--- src/rtl/ifu.sv ---
// Instruction fetch unit: owns the PC, issues one word fetch per
// instruction and hands it to the datapath over valid/ready.
module ifu #(
  parameter logic [31:0] RESET_PC = 32'h8000_0000
) (
  input  logic        clk,
  input  logic        rst,
  output logic        imem_req_valid,
  input  logic        imem_req_ready,
  output logic [31:0] imem_req_addr,
  input  logic        imem_resp_valid,
  input  logic [31:0] imem_resp_data,
  output logic        inst_valid,
  input  logic        inst_ready,
  output logic [31:0] inst,
  output logic [31:0] inst_pc,
  input  logic        redirect_valid,
  input  logic [31:0] redirect_pc,
  input  logic        halt,
  output logic [31:0] fetch_cnt
);

  typedef enum logic [1:0] {
    IDLE,
    REQ,
    WAIT,
    HOLD
  } state_t;

  state_t      state;
  state_t      state_nxt;
  state_t      resume;
  logic [31:0] pc;
  logic [31:0] pc_nxt;
  logic [31:0] rd_pc;
  logic        flush;
  logic        flush_nxt;
  logic        load;
  logic        inst_hs;

  assign rd_pc   = {redirect_pc[31:2], 2'b00};
  assign resume  = halt ? IDLE : REQ;
  assign inst_hs = (state == HOLD) && inst_ready;

  // State, PC and delivered-instruction registers
  always_ff @(posedge clk) begin
    if (rst) begin
      state     <= REQ;
      pc        <= RESET_PC;
      flush     <= 1'b0;
      inst      <= '0;
      inst_pc   <= '0;
      fetch_cnt <= '0;
    end else begin
      state <= state_nxt;
      pc    <= pc_nxt;
      flush <= flush_nxt;
      if (load) begin
        inst    <= imem_resp_data;
        inst_pc <= pc;
      end
      if (inst_hs)
        fetch_cnt <= fetch_cnt + 32'd1;
    end
  end

  // Next state: a redirect always retargets pc; one that lands on an
  // accepted request marks its response stale via flush
  always_comb begin
    state_nxt = state;
    pc_nxt    = pc;
    flush_nxt = flush;
    load      = 1'b0;
    unique case (state)
      IDLE: begin
        if (redirect_valid)
          pc_nxt = rd_pc;
        if (!halt)
          state_nxt = REQ;
      end
      REQ: begin
        if (redirect_valid)
          pc_nxt = rd_pc;
        if (imem_req_ready) begin
          state_nxt = WAIT;
          flush_nxt = redirect_valid;
        end else if (halt) begin
          state_nxt = IDLE;
        end
      end
      WAIT: begin
        if (redirect_valid)
          pc_nxt = rd_pc;
        if (imem_resp_valid) begin
          if (flush || redirect_valid) begin
            flush_nxt = 1'b0;
            state_nxt = resume;
          end else begin
            load      = 1'b1;
            state_nxt = HOLD;
          end
        end else if (redirect_valid) begin
          flush_nxt = 1'b1;
        end
      end
      HOLD: begin
        if (redirect_valid) begin
          pc_nxt    = rd_pc;
          state_nxt = resume;
        end else if (inst_ready) begin
          pc_nxt    = pc + 32'd4;
          state_nxt = resume;
        end
      end
    endcase
  end

  // Outputs depend on registered state only
  always_comb begin
    imem_req_valid = (state == REQ);
    imem_req_addr  = pc;
    inst_valid     = (state == HOLD);
  end

endmodule
--- config.mk ---
export PLATFORM = sky130hd
export DESIGN_NAME = ifu
export DESIGN_NICKNAME = d
export VERILOG_FILES = /design/src/rtl/ifu.sv
export SDC_FILE = /design/constraint.sdc
export NUM_CORES = 1
export LEC_CHECK = 0
export ABC_AREA = 0
export ABC_CLOCK_PERIOD_IN_PS = 1900
export BUFFER_PORTS_ARGS = -buffer_cell sky130_fd_sc_hd__buf_2
export CAP_MARGIN = 0
export CORE_MARGIN = 5
export CORE_UTILIZATION = 45
export DETAILED_ROUTE_END_ITERATION = 10
export PLACE_DENSITY = 0.73
export RECOVER_POWER = 100
export SKIP_LAST_GASP = 1
export SLEW_MARGIN = 20
export SYNTH_ARGS = -nofsm -noshare
export SYNTH_HDL_FRONTEND = slang
export SYNTH_SLANG_ARGS = --single-unit
--- constraint.sdc ---
create_clock -name clk -period 1.9 [get_ports clk]
set_input_delay 0.285 -clock clk [delete_from_list [all_inputs] [get_ports clk]]
set_output_delay 0.285 -clock clk [all_outputs]
set_load 0.05 [all_outputs]
Word-level counts from Yosys, hierarchy flattened
Index checks and enable logic that the tools add are counted.
{ "op_classes": {"n_eq_ne": 11, "reduce_logical": 8, "n_addsub": 2, "mux": 21} }
{ "ops": {"columns": ["cell", "count"], "rows": [
  ["2-to-1 mux 32 bit", 3],
  ["one-hot mux 32 bit (2 select lines)", 1],
  ["adder 32 x 1 -> 32 bit, second input constant", 1],
  ["adder 32 x 3 -> 32 bit, second input constant", 1],
  ["2-to-1 mux 2 bit", 7],
  ["2-to-1 mux 1 bit", 8],
  ["one-hot mux 2 bit (4 select lines)", 1],
  ["AND reduction 4 bit", 2],
  ["!= test 3 x 1 -> 1 bit, second input constant", 2],
  ["!= test 3 bit, second input constant", 2],
  ["equality test 2 bit, second input constant", 2],
  ["!= test 2 x 1 -> 1 bit, second input constant", 2],
  ["!= test 2 bit, second input constant", 2],
  ["OR reduction 3 bit", 1],
  ["equality test 2 x 1 -> 1 bit, second input constant", 1],
  ["logical NOT 2 bit", 1],
  ["one-hot mux 1 bit (2 select lines)", 1],
  ["AND reduction 2 bit", 1],
  ["nonzero test 2 bit", 1],
  ["logical AND 1 bit", 1],
  ["logical OR 1 bit", 1]
]} }
{ "word_totals": {"elab_cells": 48, "regBits": 131, "in_bits": 71} }

Depth between registers and ports, before layout
{ "depth": {"word_depth": 4, "depth_mapped": 8, "mapped_depth_nobuf": 6} }

Worst setup path before layout
OpenSTA, ideal clock, no wires.
{ "synth_path": {"kind": "reg2reg", "from": "reg pc[2] (netlist: imem_req_addr[2])", "to": "reg pc[24] (netlist: imem_req_addr[24])", "required_ns": 1.778, "slack_ns": -0.167, "t_arrival_ns": 1.945, "path_buffers": 1, "path_stages_with_launch": 7, "cell_sequence": "dfxtp_1 -> ha_1 -> nand4_1 -> nor2_2 -> buf_4 -> nand3_1 -> a311o_1"} }
{ "synth_between": {"elab_chain_cells": 4} }
{ "synth_lines": {"columns": ["element", "line_no", "source"], "rows": [
  ["start, declared", "33", "logic [31:0] pc;"],
  ["start signal, assigned", "56", "pc <= pc_nxt;"],
  ["adder 32 x 3 -> 32 bit", "111", "pc_nxt = pc + 32'd4;"],
  ["2-to-1 mux 32 bit", "110", "end else if (inst_ready) begin"],
  ["2-to-1 mux 32 bit", "107", "if (redirect_valid) begin"],
  ["one-hot mux 32 bit (2 select lines)", "74", "unique case (state)"]
]} }
No other way between the ends. The select of a mux whose other input is x is not followed.
A chain may end at the register's enable or synchronous reset.

Worst setup path in the final report
{ "layout_path": {"from": "reg pc[3] (netlist: imem_req_addr[3])", "to": "reg pc[18] (netlist: imem_req_addr[18])"} }
Same word-level chain as after synthesis.

==> summary.txt <==
Final Total Pwr = 6.943 mW
Syn Area/Cell = 8.011 um2
Die W = 123.5 um
residual DRC count = 0
DR vias = 5967
Startpoint Class = flop
GRT met2 Usage = 36.94%
leakage = 2.944 nW
CP Max Fanout = 6
minimum clock period after layout = 1.781 ns
CTS sink count = 127
# rows = 41
reg2reg path depth = 6
P&R area growth vs syn = 31.28%
commonest non-fill, non-tap cells in the layout = nand2_1, clkbuf_1, dfxtp_1, a21oi_1
post-layout util = 60.25%
CTS buffer count = 17
Final period util = 93.72%
vias per std cell = 5.332
layout cells sized above 1 = 18.80%
synthesis warning total = 0
number of synthesized flops with an enable pin = 0
flop2flop setup slack = 0.12 ns
top_reg_cell synth = dfxtp_1
worst min path class = in2reg
Die ar. = 0.01524 mm2
global route overflow = 0
FMAX = 561.6 MHz
vias in the first global route = 5440
WL/cell = 15.78 um
final worst slack = 0.1193 ns
GRT Util Overall = 22.92%
initial antenna violation count = 0
Clock Skew = 0.008118 ns
ys async rst share = 0%
worst r2r src = imem_req_addr[3]
Yosys cell types = 52
maximum VDD drop = 0.5638 mV
Core Area = 0.01262 mm2
WS Path Type = reg2reg
sequential area share after synthesis = 43.90%
CTS tree = yes
Final Max Tran Viols = 0
Skew-Pair Late Insertion Delay = 0.42 ns
required time worst endpoint = 2.20 ns
CP Capture Type = flop
largest net degree at the start of global routing = 46
antenna-violating nets left = 0
M1 GR Usage = 29.30%
Worst Tran Pin Value = 0.6822 ns
1st-iter DRT viols = 385
Post-layout nets = 1007
Synth Instances = 723
clock root buffer = clkbuf_16
Max Cap Violations = 0
Placer Congestion = 0.8169
Post-CTS Hold Buffers = 0
RSZ-0062 raised after global routing = yes
port bufs = 194
most common cell after layout, fill and taps aside = nand2_1
Final Setup Violations = 0
IO Count = 201
setup slack after placement = 0.1601 ns
DP HPWL = 12400 um
Initial Util = 45.90%
clk slew on worst S/H paths = 0.06 ns
ant diodes = 0
Pre-antenna DRT Iters = 7
capturing point of the worst reg2reg path = imem_req_addr[18]
H-tree levels = 4
chip height = 123.5 um
CP endpoint = imem_req_addr[18]
CTS Buffer Depth = 2
Synth Register Bits = 127
gr busiest metal = met2
status = complete, no violations
crit path launch = imem_req_addr[3]
final WL = 17660 um
mapped cell area = 0.005792 mm2
CP Data Arrival Time = 2.08 ns
Worst slew margin = 54.71%
Power Density = 913.1 mW/mm2
global-route wire length before repair = 27460 um
Final Hold Fails = 0
met3 usage = 6.313%
-- registers in the layout, indices dropped and copies added (netlist names) --
name / flops
imem_req_addr: 30
state: 2
inst_pc: 30
inst: 32
fetch_cnt: 32
flush: 1
-- worst min path at each step --
| stage | startpoint | depth (start not counted) | to | slack (ns) |
|---|---|---|---|---|
| after detailed placement | inst[31] | 2 | inst[31] | 0.44 |
| after global placement | inst_pc[5] | 2 | inst_pc[5] | 0.44 |
| after floorplan | redirect_pc[16] | 2 | imem_req_addr[16] | 0.40 |
| after global routing | redirect_pc[16] | 3 | imem_req_addr[16] | 0.09 |
| after CTS | redirect_pc[18] | 2 | imem_req_addr[18] | 0.09 |
| final | imem_resp_data[30] | 3 | inst[30] | 0.10 |
-- routing by layer --
layer,up-vias,wire (um)
li1,2940,-
met1,2797,7727
met2,202,8408
met3,28,1238
met4,0,288
met5,-,0
-- critical path, cell delays in order (launching register included) --
cell and delay, ns:
dfxtp_2 0.37, ha_1 0.21, nand4_1 0.22, nor2_2 0.25, nand3_1 0.13, a22o_1 0.21, a221o_1 0.28
-- area by class of cell --
type / count / area [um2]
clock buffers: 19 / 452.9
repair buffers: 245 / 1225
fillers: 1276 / 5016
inverters: 7 / 26.28
multi-input cells: 536 / 2968
flip-flops and latches: 127 / 2555
well taps: 172 / 215.2
clock inverters: 13 / 161.4
-- cells in the mapped netlist, drive strengths merged (4+ instances only) --
| library cell | number | share of area, % |
|---|---|---|
| nor3 | 7 | 0.78 |
| and4 | 7 | 1.1 |
| xor2 | 30 | 4.5 |
| a22o | 5 | 0.76 |
| mux2i | 8 | 1.4 |
| nand3 | 25 | 2.6 |
| nor2 | 71 | 4.7 |
| o21ai | 16 | 1.4 |
| a22oi | 15 | 1.9 |
| a211oi | 4 | 0.52 |
| a21oi | 76 | 6.6 |
| dfxtp | 127 | 44 |
| nand2 | 154 | 10 |
| o22ai | 7 | 0.76 |
| nand4 | 37 | 4.0 |
| and3 | 13 | 1.4 |
| inv | 7 | 0.45 |
| nor4 | 9 | 2.0 |
| and2 | 12 | 1.3 |
| buf | 35 | 3.3 |
| clkbuf | 21 | 1.4 |
| xnor2 | 4 | 0.60 |
-- power by group --
group          internal [mW]  switching, mW  total [mW]
Clock                   2.14           1.23        3.37
Combinational          0.240          0.525       0.765
Sequential              2.73         0.0831        2.81
Total                   5.11           1.84        6.94
-- timing repair --
| action | 4_1_cts | 5_1_grt |
|---|---|---|
| setup buffers | 0 | 1 |
| resized for setup | 1 | 1 |
| endpoints found under the setup margin | 1 | 3 |
| pin swaps | 0 | 1 |
-- cells by family (layout without fill, tap and decap cells) --
kind of cell	Yosys count	in the layout	synth area share, %
XOR/XNOR	34	34	5.141
AO/OA/AOI/OAI	144	144	15.12
buffers and inverters	63	284	5.142
multiplexers	8	8	1.383
AND/OR/NAND/NOR	344	344	28.82
adder cells (fa/ha/maj)	2	2	0.4320
flip-flops	127	127	43.90
other	1	4	0.06475
-- through the flow --
step	cell area [um2]	setup TNS (ns)	instances	hold slack, ns
after floorplan	5814	0	726	0.3996
after global placement	7162	0	1086	0.4386
after detailed placement	7162	0	1086	0.4432
after CTS	7779	0	1118	0.08704
after global routing	7604	-0.03565	1119	0.08918
final	7604	0	1119	0.1022
No activity file was read; power rests on OpenSTA's default activity.
